===== config.mk =====
export PLATFORM = sky130hd
export DESIGN_NAME = wb_stream_arbiter
export DESIGN_NICKNAME = d
export VERILOG_FILES = /design/src/rtl/wb_stream_pkg.sv /design/src/rtl/wb_stream_watchdog.sv /design/src/rtl/wb_stream_arbiter.sv
export SDC_FILE = /design/constraint.sdc
export NUM_CORES = 1
export LEC_CHECK = 0
export BUFFER_PORTS_ARGS = -buffer_cell sky130_fd_sc_hd__buf_2
export CAP_MARGIN = 20
export CELL_PAD_IN_SITES_DETAIL_PLACEMENT = 0
export CELL_PAD_IN_SITES_GLOBAL_PLACEMENT = 1
export CORE_AREA = 2 2 131 133
export CTS_BUF_LIST = sky130_fd_sc_hd__clkbuf_4 sky130_fd_sc_hd__clkbuf_8
export CTS_CLUSTER_DIAMETER = 150
export CTS_CLUSTER_SIZE = 8
export DETAILED_ROUTE_END_ITERATION = 7
export DIE_AREA = 0 0 133 135
export PLACE_DENSITY = 0.66
export SYNTH_ARGS = -nofsm -noshare
export SYNTH_HDL_FRONTEND = slang
export SYNTH_SLANG_ARGS = --single-unit
export TNS_END_PERCENT = 5

===== constraint.sdc =====
create_clock -name wb_clk_i -period 3.2 [get_ports wb_clk_i]
set_input_delay 0.16 -clock wb_clk_i [delete_from_list [all_inputs] [get_ports wb_clk_i]]
set_output_delay 0.16 -clock wb_clk_i [all_outputs]
set_load 0.005 [all_outputs]

===== src/rtl/wb_stream_pkg.sv =====
// wb_stream_pkg: arbiter state encodings and Wishbone CTI constants shared by the stream blocks
package wb_stream_pkg;
    typedef enum logic [1:0] {
        ST_IDLE = 2'b00,
        ST_OWN0 = 2'b01,
        ST_OWN1 = 2'b10
    } arb_state_e;
    localparam logic [2:0] CTI_CLASSIC = 3'b000;
    localparam logic [2:0] CTI_LINEAR  = 3'b010;
    localparam logic [2:0] CTI_EOB     = 3'b111;
endpackage


===== src/rtl/wb_stream_watchdog.sv =====
// wb_stream_watchdog: saturating stall counter that flags expiry when the slave goes silent
module wb_stream_watchdog #(
    parameter int STALL_MAX = 256
) (
    input  logic clk_i,
    input  logic rst_ni,
    input  logic en_i,
    input  logic kick_i,
    input  logic clr_i,
    output logic expire_o
);
    localparam int CW = STALL_MAX > 0 ? $clog2(STALL_MAX + 1) : 1;
    logic [CW-1:0] cnt_q, cnt_d;
    always_comb cnt_d = (!en_i || kick_i || clr_i) ? '0 : (&cnt_q ? cnt_q : cnt_q + 1'b1);
    always_ff @(posedge clk_i) cnt_q <= !rst_ni ? '0 : cnt_d;
    // a response on the expiry cycle wins over the timeout
    assign expire_o = (STALL_MAX != 0) && en_i && !kick_i && cnt_q == CW'(STALL_MAX - 1);
endmodule


===== src/rtl/wb_stream_arbiter.sv =====
// wb_stream_arbiter: two-master Wishbone arbiter with burst-aware release and stall watchdog
module wb_stream_arbiter
    import wb_stream_pkg::*;
#(
    parameter int WB_AW     = 32,
    parameter int WB_DW     = 32,
    parameter int STALL_MAX = 256
) (
    input  logic               wb_clk_i,
    input  logic               wb_rst_ni,
    input  logic [WB_AW-1:0]   m0_adr_i,
    input  logic [WB_DW-1:0]   m0_dat_i,
    input  logic [WB_DW/8-1:0] m0_sel_i,
    input  logic               m0_we_i,
    input  logic               m0_cyc_i,
    input  logic               m0_stb_i,
    input  logic [2:0]         m0_cti_i,
    input  logic [1:0]         m0_bte_i,
    output logic [WB_DW-1:0]   m0_dat_o,
    output logic               m0_ack_o,
    output logic               m0_err_o,
    output logic               m0_rty_o,
    input  logic [WB_AW-1:0]   m1_adr_i,
    input  logic [WB_DW-1:0]   m1_dat_i,
    input  logic [WB_DW/8-1:0] m1_sel_i,
    input  logic               m1_we_i,
    input  logic               m1_cyc_i,
    input  logic               m1_stb_i,
    input  logic [2:0]         m1_cti_i,
    input  logic [1:0]         m1_bte_i,
    output logic [WB_DW-1:0]   m1_dat_o,
    output logic               m1_ack_o,
    output logic               m1_err_o,
    output logic               m1_rty_o,
    output logic [WB_AW-1:0]   s_adr_o,
    output logic [WB_DW-1:0]   s_dat_o,
    output logic [WB_DW/8-1:0] s_sel_o,
    output logic               s_we_o,
    output logic               s_cyc_o,
    output logic               s_stb_o,
    output logic [2:0]         s_cti_o,
    output logic [1:0]         s_bte_o,
    input  logic [WB_DW-1:0]   s_dat_i,
    input  logic               s_ack_i,
    input  logic               s_err_i,
    input  logic               s_rty_i,
    output logic [1:0]         grant_o,
    output logic               timeout_o
);
    arb_state_e state_q, state_d;
    logic last_q, last_d;
    logic owned, own1, own_cyc, oth_cyc, resp, rel, expire, live;
    logic [2:0] own_cti;

    assign owned   = state_q != ST_IDLE;
    assign own1    = state_q == ST_OWN1;
    assign own_cyc = own1 ? m1_cyc_i : m0_cyc_i;
    assign oth_cyc = own1 ? m0_cyc_i : m1_cyc_i;
    assign own_cti = own1 ? m1_cti_i : m0_cti_i;
    assign resp    = s_ack_i || s_err_i || s_rty_i;
    // classic cycles give up the bus on every ack so a streaming master cannot starve the other
    assign rel = owned && (!own_cyc || s_err_i || s_rty_i || expire ||
                 (s_ack_i && (own_cti == CTI_EOB || own_cti == CTI_CLASSIC)));

    wb_stream_watchdog #(.STALL_MAX(STALL_MAX)) u_wdog (
        .clk_i    (wb_clk_i),
        .rst_ni   (wb_rst_ni),
        .en_i     (owned),
        .kick_i   (resp),
        .clr_i    (rel),
        .expire_o (expire)
    );

    always_ff @(posedge wb_clk_i) begin
        if (!wb_rst_ni) begin
            state_q <= ST_IDLE;
            last_q  <= 1'b1;
        end else begin
            state_q <= state_d;
            last_q  <= last_d;
        end
    end

    always_comb begin
        state_d = state_q;
        last_d  = last_q;
        if (state_q == ST_IDLE) begin
            state_d = (m0_cyc_i && m1_cyc_i) ? (last_q ? ST_OWN0 : ST_OWN1) :
                      m0_cyc_i ? ST_OWN0 : m1_cyc_i ? ST_OWN1 : ST_IDLE;
        end else if (rel) begin
            last_d  = own1;
            state_d = oth_cyc ? (own1 ? ST_OWN0 : ST_OWN1) : own_cyc ? state_q : ST_IDLE;
        end
    end

    // responses are suppressed while reset is asserted, even before the reset edge lands
    assign live = owned && wb_rst_ni;

    always_comb begin
        s_adr_o   = owned ? (own1 ? m1_adr_i : m0_adr_i) : '0;
        s_dat_o   = owned ? (own1 ? m1_dat_i : m0_dat_i) : '0;
        s_sel_o   = owned ? (own1 ? m1_sel_i : m0_sel_i) : '0;
        s_we_o    = owned && (own1 ? m1_we_i : m0_we_i);
        s_cyc_o   = owned && own_cyc;
        s_stb_o   = owned && (own1 ? m1_stb_i : m0_stb_i);
        s_cti_o   = owned ? own_cti : CTI_CLASSIC;
        s_bte_o   = owned ? (own1 ? m1_bte_i : m0_bte_i) : '0;
        m0_dat_o  = s_dat_i;
        m1_dat_o  = s_dat_i;
        m0_ack_o  = live && !own1 && s_ack_i;
        m1_ack_o  = live && own1 && s_ack_i;
        m0_err_o  = live && !own1 && (s_err_i || expire);
        m1_err_o  = live && own1 && (s_err_i || expire);
        m0_rty_o  = live && !own1 && s_rty_i;
        m1_rty_o  = live && own1 && s_rty_i;
        timeout_o = live && expire;
        grant_o   = state_q;
    end
endmodule


==> flow_metrics.tcl <==
set metrics [dict create \
    ys_seq_area_share_pct 11.8 \
    synth-simple-area-share_pct 14.4 \
    p_per_area_nw_per_um2 275 \
    n_antenna_cell 0 \
    worst_pin_slew_ps 520 \
    syn_area_um2 2040 \
    num_vias 2707 \
    clk_pin_slew_ps 50 \
    synth_fa_ha_area_share_pct 1.84 \
    synth_largest_area_cell "a22o_1" \
    slew_headroom_pct 65.4 \
    crit_slowest_cell "buf_4" \
    fmax_ghz 0.434 \
    synth_cell_types 40 \
    wl_per_cell_um 19.5 \
    nNetsFinal 615 \
    synth_mux_area_share_pct 0.982 \
    dp_hpwl_mm 10.8 \
    finalPower_mw 0.833 \
    grt_max_degree 53 \
    rsz0062_at_grt "no" \
    slowest_delay_ps 490 \
    dieArea_um2 18000 \
    drc 0 \
    htree_levels 1 \
    pwr-share-clk_pct 19.5 \
    post_cts_buffers 0 \
    clock_latency_ps 240 \
    power_frac_comb_pct 59.3 \
    whs_ps 292 \
    detail-route-antenna-nets 0 \
    clock-sinks 12 \
    critPathKind "flop to flop" \
    required_ps 3310 \
    synth_compound_area_share_pct 39.8 \
    fin_worst_skew_ps 2.34 \
    hold_viol 0 \
    maxCapViolCount 0 \
    dieHeight_um 135 \
    ys_ff_latch 12 \
    setup_viol 0 \
    drive_gt1_share_pct 60.2 \
    drv_slew 0 \
    syn_to_final_growth_pct 48.6 \
    drt_iter0_markers 108 \
    cp-start-kind "flop" \
    cts_resized 0 \
    synth_edf_count 0 \
    finalSetupTns_ps 0 \
    gr-total-overflow 0 \
    final.fill_count 1890 \
    drt_pass1_iterations 4 \
    crit_family "simple AND/OR/NAND/NOR gates" \
    synth_warnings 0 \
    leakagePower_nw 1.66 \
    cts_tree "yes" \
    layout_min_cycle_time_ps 2300 \
    ys.flop_type "dfxtp_1" \
    synthXorXnorAreaFrac_pct 2.58 \
    initial_utilization_pct 12.4 \
    regArea_um2 244 \
    via_per_inst 4.22 \
    status "finished clean" \
    fin_crit_sh_pct 72.0 \
    critPathCaptureType "flop" \
    antenna_found_initial 4 \
    p_switching_mw 0.320 \
    yosys.area.top_type_share_pct 32.7 \
    die_w_um 133 \
    cts.path.max_buffers 2 \
    power.share.sequential_pct 21.2 \
    hp-class "input pin to flop" \
    port_buffers 241 \
    grt_pass1_vias 2625 \
    p_int_mw 0.512 \
    wl_mm 12.5 \
    syn-instance-count 260 \
    cp_max_fo 52 \
    crit_chain "nor2b_4 > buf_4 > nand3_1 > a2111oi_4 > nand2b_1 > o221ai_1" \
    multiInputGateArea_um2 1210 \
    ios 338 \
    core_area_um2 16400 \
    synth_nets 452 \
    syn_avg_cell_area_um2 7.84 \
    ys_top_cells_by_area "a22o_1 (33%), buf_4 (24%), dfxtp_1 (12%)" \
    async_flop_share_pct 0 \
    critPathBufInv 1 \
    synth_top_family_by_area "compound AO/OA/AOI/OAI gates" \
    gp_congestion 0.799 \
    grt_pass1_wl_mm 17.4 \
    core.rowCount 47 \
    postLayoutCoreUtil_pct 18.5 \
    cts_hold_buf 0 \
    p_sw_share_pct 38.5 \
    cts_buffers 3 \
    vdd_drop_max_mv 0.224 \
    grt_usage_pct 12.9 \
    cts_root_buffer "clkbuf_8" \
    critPathArrivalTime_ps 2420 \
]
==> synthesized netlist by cell type, drive strengths merged (4+ instances only) <==
master   n
clkbuf  15
a22o    76
buf     71
nand2    5
nor2    15
and3     7
xnor2    4
dfxtp   12
nand3   11
nor3     5
==> per-layer routing <==
metal  wire [um]  global-route usage [%]  vias to the layer above
li1            -                       -                     1242
met1        5300                    16.6                     1249
met2        5570                    20.7                      202
met3        1520                    5.33                       12
met4         132                    1.97                        2
met5          13                       0                        -
==> kinds of logic after synthesis <==
logic type,count (synthesis)
AOI/OAI and AO/OA,93
xor gates and xnor gates,6
adders and majority gates,3
buffers and inverters,89
DFF,12
muxes,2
and+or+nand+nor,55
==> flip-flops by register name, summed over array words and instances, names as in the netlist <==
signal and cells:
last_q 1, grant_o 2, u_wdog.cnt_q 9
==> cell type report <==
type                    count  area share (%)
clock buffers               4            1.82
inverters                   3           0.372
multi-input cells         159            40.1
flip-flops and latches     12            8.05
well taps                 220            9.09
repair buffers            244            40.6
==> final timing paths <==
kind / end / cells past startpoint / slack, ps / startpoint
max: grant_o[1] / 6 / 900 / grant_o[1]
max reg2reg: grant_o[1] / 6 / 900 / grant_o[1]
min reg2reg: u_wdog.cnt_q[4] / 2 / 510 / u_wdog.cnt_q[4]
min: grant_o[0] / 3 / 290 / m0_cyc_i
==> power by group through the flow <==
stage / combinational, mW / sequential, mW / clock (mW)
after global routing: 0.538 / 0.180 / 0.174
final: 0.494 / 0.176 / 0.162
after CTS: 0.501 / 0.177 / 0.170
after floorplan: 0.292 / 0.163 / 0
after detailed placement: 0.496 / 0.180 / 0
after global placement: 0.502 / 0.180 / 0
==> stage by stage <==
stage	std cells	worst slack, ps	cell area (um^2)
finish	642	896	3030
detailed placement	638	911	2970
global placement	638	937	2970
CTS	642	898	3030
global route	642	687	3030
floorplan	260	1140	2040
==> placed cells by master (no fill, tap or decap), types with 2 or more instances in the layout <==
| cell type | synthesis | routed |
|---|---|---|
| inv_1 | 3 | 3 |
| nand2b_1 | 2 | 2 |
| xor2_1 | 2 | 2 |
| nor3_1 | 4 | 4 |
| dfxtp_1 | 12 | 11 |
| nand4_1 | 2 | 2 |
| and3_1 | 7 | 7 |
| mux2i_1 | 2 | 2 |
| o41ai_1 | 2 | 2 |
| clkbuf_8 | 0 | 4 |
| buf_2 | 4 | 241 |
| xnor2_1 | 4 | 4 |
| nand2_1 | 5 | 5 |
| nand3_1 | 11 | 11 |
| buf_4 | 65 | 3 |
| a21oi_1 | 2 | 2 |
| a22o_1 | 76 | 76 |
| ha_1 | 3 | 3 |
| nor2_1 | 15 | 15 |
| or3_1 | 3 | 3 |
==> worst register-to-register path, cell delays in order, from the launching register on <==
cell and delay (ps):
dfxtp_1 450, nor2b_4 310, buf_4 490, nand3_1 280, a2111oi_4 390, nand2b_1 150, o221ai_1 90
(Power assumes the default switching activity.)
